### src/rtl/riscv_lsu.sv
// riscv_lsu: load/store unit between a RISC-V core and a single-port word memory.
// Two-state FSM (IDLE/ACCESS). The memory request is launched combinationally
// from IDLE, held through ACCESS while the core keeps its inputs stable, and
// completed on mem_ready_i. Misaligned or illegal accesses are rejected in IDLE
// with a one-cycle err_o pulse, and a wait counter bounds ACCESS via TIMEOUT.
module riscv_lsu #(
  parameter int TIMEOUT = 255
) (
  input  logic        clk_i,
  input  logic        rst_i,
  input  logic        core_req_i,
  input  logic        core_we_i,
  input  logic [2:0]  core_size_i,
  input  logic [31:0] core_addr_i,
  input  logic [31:0] core_wd_i,
  output logic [31:0] core_rd_o,
  output logic        core_stall_o,
  output logic        err_o,
  output logic        mem_req_o,
  output logic        mem_we_o,
  output logic [3:0]  mem_be_o,
  output logic [31:0] mem_addr_o,
  output logic [31:0] mem_wd_o,
  input  logic [31:0] mem_rd_i,
  input  logic        mem_ready_i
);

  // Counter wide enough to hold TIMEOUT itself; one bit when the timeout is disabled.
  localparam int CW = (TIMEOUT > 0) ? $clog2(TIMEOUT + 1) : 1;

  typedef enum logic [0:0] {
    S_IDLE   = 1'b0,
    S_ACCESS = 1'b1
  } state_e;

  state_e          state_q, state_d;
  logic [CW-1:0]   cnt_q, cnt_d;
  logic [1:0]      off_q, off_d;
  logic [2:0]      size_q, size_d;

  // Legal = known funct3, natural alignment, and no unsigned-store encodings.
  function automatic logic access_legal(input logic we, input logic [2:0] size,
                                        input logic [1:0] off);
    logic ok;
    case (size)
      3'd0:    ok = 1'b1;
      3'd1:    ok = ~off[0];
      3'd2:    ok = (off == 2'd0);
      3'd4:    ok = ~we;
      3'd5:    ok = ~we & ~off[0];
      default: ok = 1'b0;
    endcase
    return ok;
  endfunction

  // Byte lanes touched by a store; loads never assert lane enables.
  function automatic logic [3:0] store_be(input logic we, input logic [2:0] size,
                                          input logic [1:0] off);
    logic [3:0] be;
    if (we) begin
      case (size)
        3'd0:    be = 4'b0001 << off;
        3'd1:    be = 4'b0011 << off;
        3'd2:    be = 4'b1111;
        default: be = 4'b0000;
      endcase
    end else begin
      be = 4'b0000;
    end
    return be;
  endfunction

  // Replicate right-aligned store data across every lane it could land in.
  function automatic logic [31:0] store_data(input logic [1:0] size_lo,
                                             input logic [31:0] wd);
    logic [31:0] d;
    case (size_lo)
      2'd0:    d = {4{wd[7:0]}};
      2'd1:    d = {2{wd[15:0]}};
      default: d = wd;
    endcase
    return d;
  endfunction

  // Pick the addressed byte/half out of the memory word and extend it.
  function automatic logic [31:0] load_extract(input logic [31:0] rdata,
                                               input logic [1:0]  off,
                                               input logic [2:0]  size);
    logic [7:0]  byte_v;
    logic [15:0] half_v;
    logic [31:0] r;
    case (off)
      2'd0:    byte_v = rdata[7:0];
      2'd1:    byte_v = rdata[15:8];
      2'd2:    byte_v = rdata[23:16];
      default: byte_v = rdata[31:24];
    endcase
    half_v = off[1] ? rdata[31:16] : rdata[15:0];
    case (size)
      3'd0:    r = {{24{byte_v[7]}}, byte_v};
      3'd4:    r = {24'd0, byte_v};
      3'd1:    r = {{16{half_v[15]}}, half_v};
      3'd5:    r = {16'd0, half_v};
      3'd2:    r = rdata;
      default: r = 32'd0;
    endcase
    return r;
  endfunction

  // State, wait counter and captured access shape; reset clears everything.
  always_ff @(posedge clk_i or posedge rst_i) begin
    if (rst_i) begin
      state_q <= S_IDLE;
      cnt_q   <= '0;
      off_q   <= 2'd0;
      size_q  <= 3'd0;
    end else begin
      state_q <= state_d;
      cnt_q   <= cnt_d;
      off_q   <= off_d;
      size_q  <= size_d;
    end
  end

  // Next-state and output decode; reset forces every output low combinationally.
  always_comb begin
    state_d      = state_q;
    cnt_d        = cnt_q;
    off_d        = off_q;
    size_d       = size_q;
    core_rd_o    = 32'd0;
    core_stall_o = 1'b0;
    err_o        = 1'b0;
    mem_req_o    = 1'b0;
    mem_we_o     = 1'b0;
    mem_be_o     = 4'd0;
    mem_addr_o   = 32'd0;
    mem_wd_o     = 32'd0;
    if (rst_i) begin
      state_d = S_IDLE;
      cnt_d   = '0;
      off_d   = 2'd0;
      size_d  = 3'd0;
    end else begin
      case (state_q)
        S_IDLE: begin
          if (core_req_i) begin
            if (access_legal(core_we_i, core_size_i, core_addr_i[1:0])) begin
              mem_req_o    = 1'b1;
              mem_we_o     = core_we_i;
              mem_be_o     = store_be(core_we_i, core_size_i, core_addr_i[1:0]);
              mem_addr_o   = core_addr_i;
              mem_wd_o     = store_data(core_size_i[1:0], core_wd_i);
              core_stall_o = 1'b1;
              off_d        = core_addr_i[1:0];
              size_d       = core_size_i;
              cnt_d        = '0;
              state_d      = S_ACCESS;
            end else begin
              err_o   = 1'b1;
              state_d = S_IDLE;
            end
          end else begin
            state_d = S_IDLE;
          end
        end
        S_ACCESS: begin
          // Core holds its inputs, so the memory side is re-derived from them.
          mem_req_o  = 1'b1;
          mem_we_o   = core_we_i;
          mem_be_o   = store_be(core_we_i, core_size_i, core_addr_i[1:0]);
          mem_addr_o = core_addr_i;
          mem_wd_o   = store_data(core_size_i[1:0], core_wd_i);
          if (mem_ready_i) begin
            core_rd_o = load_extract(mem_rd_i, off_q, size_q);
            cnt_d     = '0;
            state_d   = S_IDLE;
          end else if ((TIMEOUT != 0) && (cnt_q == CW'(TIMEOUT))) begin
            err_o   = 1'b1;
            cnt_d   = '0;
            state_d = S_IDLE;
          end else begin
            core_stall_o = 1'b1;
            cnt_d        = (TIMEOUT != 0) ? (cnt_q + CW'(1)) : cnt_q;
          end
        end
        default: begin
          state_d = S_IDLE;
        end
      endcase
    end
  end

endmodule

### config.mk
export PLATFORM = sky130hd
export DESIGN_NAME = riscv_lsu
export DESIGN_NICKNAME = d
export VERILOG_FILES = /design/src/rtl/riscv_lsu.sv
export SDC_FILE = /design/constraint.sdc
export NUM_CORES = 1
export LEC_CHECK = 0
export CAP_MARGIN = 20
export CORE_MARGIN = 2
export CORE_UTILIZATION = 32
export DETAILED_ROUTE_END_ITERATION = 10
export GPL_ROUTABILITY_DRIVEN = 0
export HOLD_SLACK_MARGIN = 0.06
export PLACE_DENSITY = 0.89
export SYNTH_ARGS = -nofsm -noshare
export SYNTH_HDL_FRONTEND = slang
export SYNTH_SLANG_ARGS = --single-unit
export TNS_END_PERCENT = 1
### constraint.sdc
create_clock -name clk_i -period 2.1 [get_ports clk_i]
set_input_delay 0.21 -clock clk_i [delete_from_list [all_inputs] [get_ports clk_i]]
set_output_delay 0.21 -clock clk_i [all_outputs]
set_load 0.005 [all_outputs]
==> reports/metrics.cfg, run 1 <==
[outcome]
status = finished, violations left
failed_checks = negative setup slack

[synth]
ys_seq_area_frac = 0.150
synth.most_common_cell = nor2_1
synthCells = 327
syn_avg_cell_area_sq_um = 7.15
yosysUniqueCellTypes = 44
synth.cell_area_sq_um = 2340
synth.cells.most_frequent = 50 x nor2_1, 41 x and2_1, 33 x a21oi_1, 31 x nand2_1, 22 x mux2i_1
ys.flop_type = dfrtp_1
synth-edff-count = 0
ys_async_sr_fraction = 1.00
synth_top_area_frac = 0.150
yosys-top-cells-area = dfrtp_1 15%, and2_1 11%, mux2i_1 9.4%
yosys.area.top_type = dfrtp_1
yosys_warnings = 0
syn_nets = 432
ys_ff_latch = 14

[critical_path]
worstReg2RegEnd = cnt_q[5]
end_kind = primary output
r2r_cells = 6
crit_fanout = 8
critical_path_class = reg -> out
arrival_ns = 2.00
crit_required_ns = 1.89
rr_startpoint = cnt_q[0]
start_kind = flop
ff2ff_setup_slack_ns = 0.36

[timing]
fin_crit_sh = 1.05
fmax_mhz = 452
hold_viol = 0
rsz0062_at_grt = true
relSlewSlack = 0.719
drv_slew = 0
final.setup.worst_slack_ns = -0.113
tns_ns = -1.94
fin_worst_skew_ns = 0.00816
final-setup-viol-count = 26
tightest_slew_ns = 0.419
min_period_ns = 2.21
whs_ns = 0.373

[routing]
num_vias = 3589
drtIter0Drc = 174
finalWirelength_mm = 11.2
drt-vias-per-instance = 5.19
firstDrtPassIters = 5
drt-wirelength-per-cell_um = 16.2
ant_nets = 0
drc_errors = 0

[floorplan]
ioPinCount = 208
coreArea_sq_um = 7180
num_rows = 31
dieArea_sq_um = 8010
die_h_um = 89.5
die_x_um = 89.5
start_util = 0.326

[placed_design]
place_hpwl_mm = 8.27
port_buffers = 207
placed_cell_area_sq_um = 4840

[power]
p_int_uw = 924
netSwitchingPower_uw = 419
pwr-share-seq = 0.213
switching_share = 0.312
pwr-share-comb = 0.588
irDropWorstVdd_v = 0.000209
p_per_area_nw_per_um2 = 263
pwr-share-clk = 0.199
p_leak_uw = 0.00266

[cts]
clk_latency_ns = 0.25
cts_sinks = 14
clock_tree.htree_level_count = 1
cts_tree = done
clkTransAtPathRegs_ns = 0.06
holdBufCountCts = 0
cts-root-buf = clkbuf_8
clk_path_buf_depth = 2
cts_made_buffers = 3

[final_layout]
syn_to_final_growth_pct = 119
post_route_cells_drive_above_1_share = 0.271
final_nets = 697
design_area_sq_um = 5110
final_core_util = 0.712

[global_routing]
track_usage = 0.253
antenna_found_initial = 1
grt_pass1_vias = 3361
grt_max_degree = 27
gr-total-overflow = 0
grt_pass1_wl_mm = 16.0

[flow_run]
cap_viol_max_count = 0

[hold_path]
hold_class = in -> async

## kinds of logic (layout without fill, tap and decap cells)
family	count (synthesis)	count (layout)	share of synthesized area
muxes	32	32	0.176
buffers and inverters	35	299	0.0733
AOI/OAI and AO/OA	91	91	0.263
and+or+nand+nor	154	154	0.332
other	0	1	0
DFF	14	14	0.150
adders and majority gates	1	1	0.00535
## worst max-delay path by stage
stage,startpoint,end,slack [ns],depth (start not counted)
final,off_q[1],core_rd_o[26],-0.11,7
after CTS,off_q[0],core_rd_o[3],-0.16,6
after global placement,core_addr_i[0],mem_addr_o[16],-0.36,8
after floorplan,size_q[0],core_rd_o[10],0.38,6
after global routing,off_q[0],core_rd_o[11],-0.17,7
after detailed placement,core_addr_i[0],mem_addr_o[19],-0.42,8
## metal layers
layer | up-vias | part of all wire | track usage
met1 | 1684 | 0.34 | 0.251
met3 | 17 | 0.075 | 0.0416
met4 | 0 | 0.013 | 0.0665
met5 | - | 0 | 0
li1 | 1710 | - | -
met2 | 178 | 0.57 | 0.527
## flip-flops by register name (all words and copies together), names as in the netlist
name     flops
size_q       3
state_q      1
cnt_q        8
off_q        2
## placed cells by master, fill, tap and decap left out, drive strengths merged, types with 14 or more instances in the layout
cell	count
a21oi	43
o21ai	19
buf	104
nand2	31
clkdlybuf4s50	98
dlygate4sd2	60
dfrtp	14
mux2i	22
dlymetal6s2s	16
and2	41
nor2	50
## stage by stage
stage	setup WS, ns	instances	power [uW]
3_3_place_gp	-0.360	656	990
5_1_grt	-0.167	691	1410
4_1_cts	-0.164	686	1320
2_1_floorplan	0.376	327	552
3_5_place_dp	-0.417	656	1000
6_report	-0.113	691	1340
## layout make-up
type,count,area [sq um]
flip-flops and latches,14,354
repair buffers,287,2660
multi-input cells,278,1890
inverters,8,32.5
fillers,542,2070
clock buffers,4,55.1
diodes,1,2.50
well taps,99,124
## power groups by stage
stage	Combinational, uW	Sequential [uW]	Clock, uW
floorplan	267	284	0
global placement	701	289	0
detailed placement	716	289	0
CTS	763	284	275
global route	838	286	286
finish	790	286	267
## what timing repair did
action,in CTS,in global routing
setup endpoints to repair,104,61
setup buffers,25,4
gates resized for setup,191,40
gates cloned,2,0
pin swaps,13,10
## worst max-delay path: stages, from the launching register on
cell	delay, ns
dfrtp_2	0.45
mux2_4	0.22
nor3_1	0.05
or4_4	0.50
buf_12	0.16
buf_4	0.14
a21oi_2	0.11
buf_2	0.12
No activity file was read; power rests on OpenSTA's default activity.
==> run 2, diff against run 1 <==
Settings changed: MAX_ROUTING_LAYER set to met4.
==> run 2 against run 1 <==
Against the previous run:
- the flow still finishes with violations (negative setup slack)
- utilization fell by 0.26 points
- critical path depth did not move
- worst hold slack barely moved
- combinational power fell by 2%
==> reports/metrics.cfg, run 2 (synthesized netlist as in run 1, its figures left out) <==
[flow_run]
cap_viol_max_count = 0  ; unchanged

[routing]
drt-wirelength-per-cell_um = 16.1  ; -0.49%
drtIter0Drc = 175  ; +0.57%
firstDrtPassIters = 5  ; unchanged
drc_errors = 0  ; unchanged
drt-vias-per-instance = 5.17  ; -0.46%
num_vias = 3557  ; -0.89%
ant_nets = 0  ; unchanged
finalWirelength_mm = 11.1  ; -0.92%

[timing]
drv_slew = 0  ; unchanged
final.setup.worst_slack_ns = -0.109  ; +0.00467 ns
tns_ns = -1.51  ; +0.434 ns
min_period_ns = 2.21  ; -0.00467 ns
rsz0062_at_grt = true
relSlewSlack = 0.709  ; -0.00998
hold_viol = 0  ; unchanged
fmax_mhz = 453  ; +0.21%
tightest_slew_ns = 0.433  ; +0.0149 ns
fin_crit_sh = 1.05  ; -0.00222
final-setup-viol-count = 21  ; -19%
fin_worst_skew_ns = 0.00702  ; -0.00113 ns

[global_routing]
track_usage = 0.260  ; +0.00743
grt_use_met2 = 0.527  ; unchanged
grt_max_degree = 27  ; unchanged
grtUsageMet3 = 0.0332  ; -0.00831
grt_pass1_vias = 3360  ; -0.030%
grt-busiest-layer = met2
met1_usage = 0.255  ; +0.00445
gr-total-overflow = 0  ; unchanged
grt_pass1_wl_mm = 16.0  ; -0.18%
antenna_found_initial = 1  ; unchanged

[final_layout]
regMostFlops = cnt_q
most-common-layout-cells = 98 x clkdlybuf4s50_1, 61 x buf_4, 60 x dlygate4sd2_1, 49 x nor2_1, 41 x and2_1
reg_top3 = cnt_q x8, size_q x3, off_q x2
largest_reg_flops = 8  ; unchanged
fill_cells = 548  ; +1.1%
final_nets = 694  ; -0.43%
multi_input_area_sq_um = 1890  ; unchanged
syn_to_final_growth_pct = 118
post_route_cells_drive_above_1_share = 0.267  ; -0.00372
seq_area_sq_um = 354  ; unchanged
final_core_util = 0.710  ; -0.00262
finalNonFillerCells = 688  ; -0.43%
layout.cells.most_common = clkdlybuf4s50_1

[floorplan]
die_h_um = 89.5  ; unchanged
start_util = 0.326  ; unchanged
dieArea_sq_um = 8010  ; unchanged
die_x_um = 89.5  ; unchanged
num_rows = 31  ; unchanged
coreArea_sq_um = 7180  ; unchanged
ioPinCount = 208  ; unchanged

[outcome]
status = finished, violations left
failed_checks = negative setup slack

[power]
switching_share = 0.311  ; -0.000661
pwr-share-comb = 0.585  ; -0.003
p_per_area_nw_per_um2 = 261  ; -0.59%
p_leak_uw = 0.00265  ; -0.49%
netSwitchingPower_uw = 414  ; -1.2%
pwr-share-clk = 0.201  ; +0.002
p_int_uw = 916  ; -0.86%
irDropWorstVdd_v = 0.000208  ; -0.71%
pwr-share-seq = 0.215  ; +0.002

[critical_path]
crit_required_ns = 1.89  ; about the same
arrival_ns = 2.00  ; about the same
crit_fanout = 9  ; +1
slowest_stage = or4_4
end_kind = primary output
start_kind = flop
ff2ff_setup_slack_ns = 0.36  ; about the same
cpPeakStageDelay_ns = 0.50  ; about the same
critical_path_class = reg -> out
cp_cell_sequence = mux2_4 -> nor3_1 -> or4_4 -> buf_12 -> buf_4 -> a21oi_2 -> buf_2

[cts]
clock_tree.htree_level_count = 1  ; unchanged
clkTransAtPathRegs_ns = 0.06  ; about the same
clk_latency_ns = 0.25  ; about the same
cts_tree = done
holdBufCountCts = 0  ; unchanged
cts-root-buf = clkbuf_8
cts_made_buffers = 3  ; unchanged
cts_sinks = 14  ; unchanged
clk_path_buf_depth = 2  ; unchanged

[placed_design]
placedCellCount = 656  ; unchanged
place_hpwl_mm = 8.27  ; unchanged
port_buffers = 207  ; unchanged

[hold_path]
hold_class = in -> async

[run 2: changes by cell type in the layout (fill, tap and decap cells not counted), sizes merged]
cell | previous run | this run
buf | 104 | 101
[run 2: area by class of cell]
type	instances	share of cell area
Multi-Input combinational cell	278	0.371
Tap cell	99	0.0243
Sequential cell	14	0.0696
Antenna cell	1	0.000492
Inverter	8	0.00639
Timing Repair Buffer	284	0.518
Clock buffer	4	0.0108
[run 2: routing by layer]
metal | up-vias | part of all wire
met4 | 0 | 0.013
li1 | 1698 | -
met1 | 1681 | 0.35
met2 | 161 | 0.57
met3 | 17 | 0.062
met5 | - | 0
[run 2: critical path: cells and delay by family (launching register included)]
kind / cells / cell delay (ns)
AND/OR/NAND/NOR: 2 / 0.54
flip-flops: 1 / 0.45
buffers and inverters: 3 / 0.43
multiplexers: 1 / 0.22
AO/OA/AOI/OAI: 1 / 0.11
[run 2: path summary, 6_finish.rpt]
check,from,end,depth (start not counted)
worst max-delay path,off_q[1],core_rd_o[24],7
worst min-delay path,rst_i,state_q,3
worst max register to register,cnt_q[0],cnt_q[5],6
worst min register to register,cnt_q[2],cnt_q[2],1
max in group asynchronous,rst_i,off_q[0],3
min in group clk_i,core_size_i[2],size_q[2],4
[run 2: repair_timing]
item / in CTS / in global routing
resized for setup: 191 / 41
setup buffers: 25 / 1
endpoints found under the setup margin: 104 / 61
endpoints found under the hold margin: 0 / 0
gates cloned: 2 / 0
pin swaps: 13 / 10
[run 2: power by group through the flow]
stage	Combinational, uW	Clock [uW]	Sequential, uW
5_1_grt	828	286	286
4_1_cts	763	275	284
2_1_floorplan	267	0	284
3_5_place_dp	716	0	289
6_report	778	267	285
3_3_place_gp	701	0	289
[run 2: metrics by stage]
stage / cell area, sq um / setup WS, ns / hold slack, ns / total power [uW]
final: 5090 / -0.109 / 0.373 / 1330
after global placement: 4840 / -0.360 / 0.514 / 990
after floorplan: 2340 / 0.376 / 0.306 / 552
after CTS: 5050 / -0.164 / 0.370 / 1320
after detailed placement: 4840 / -0.417 / 0.516 / 1000
after global routing: 5090 / -0.167 / 0.418 / 1400
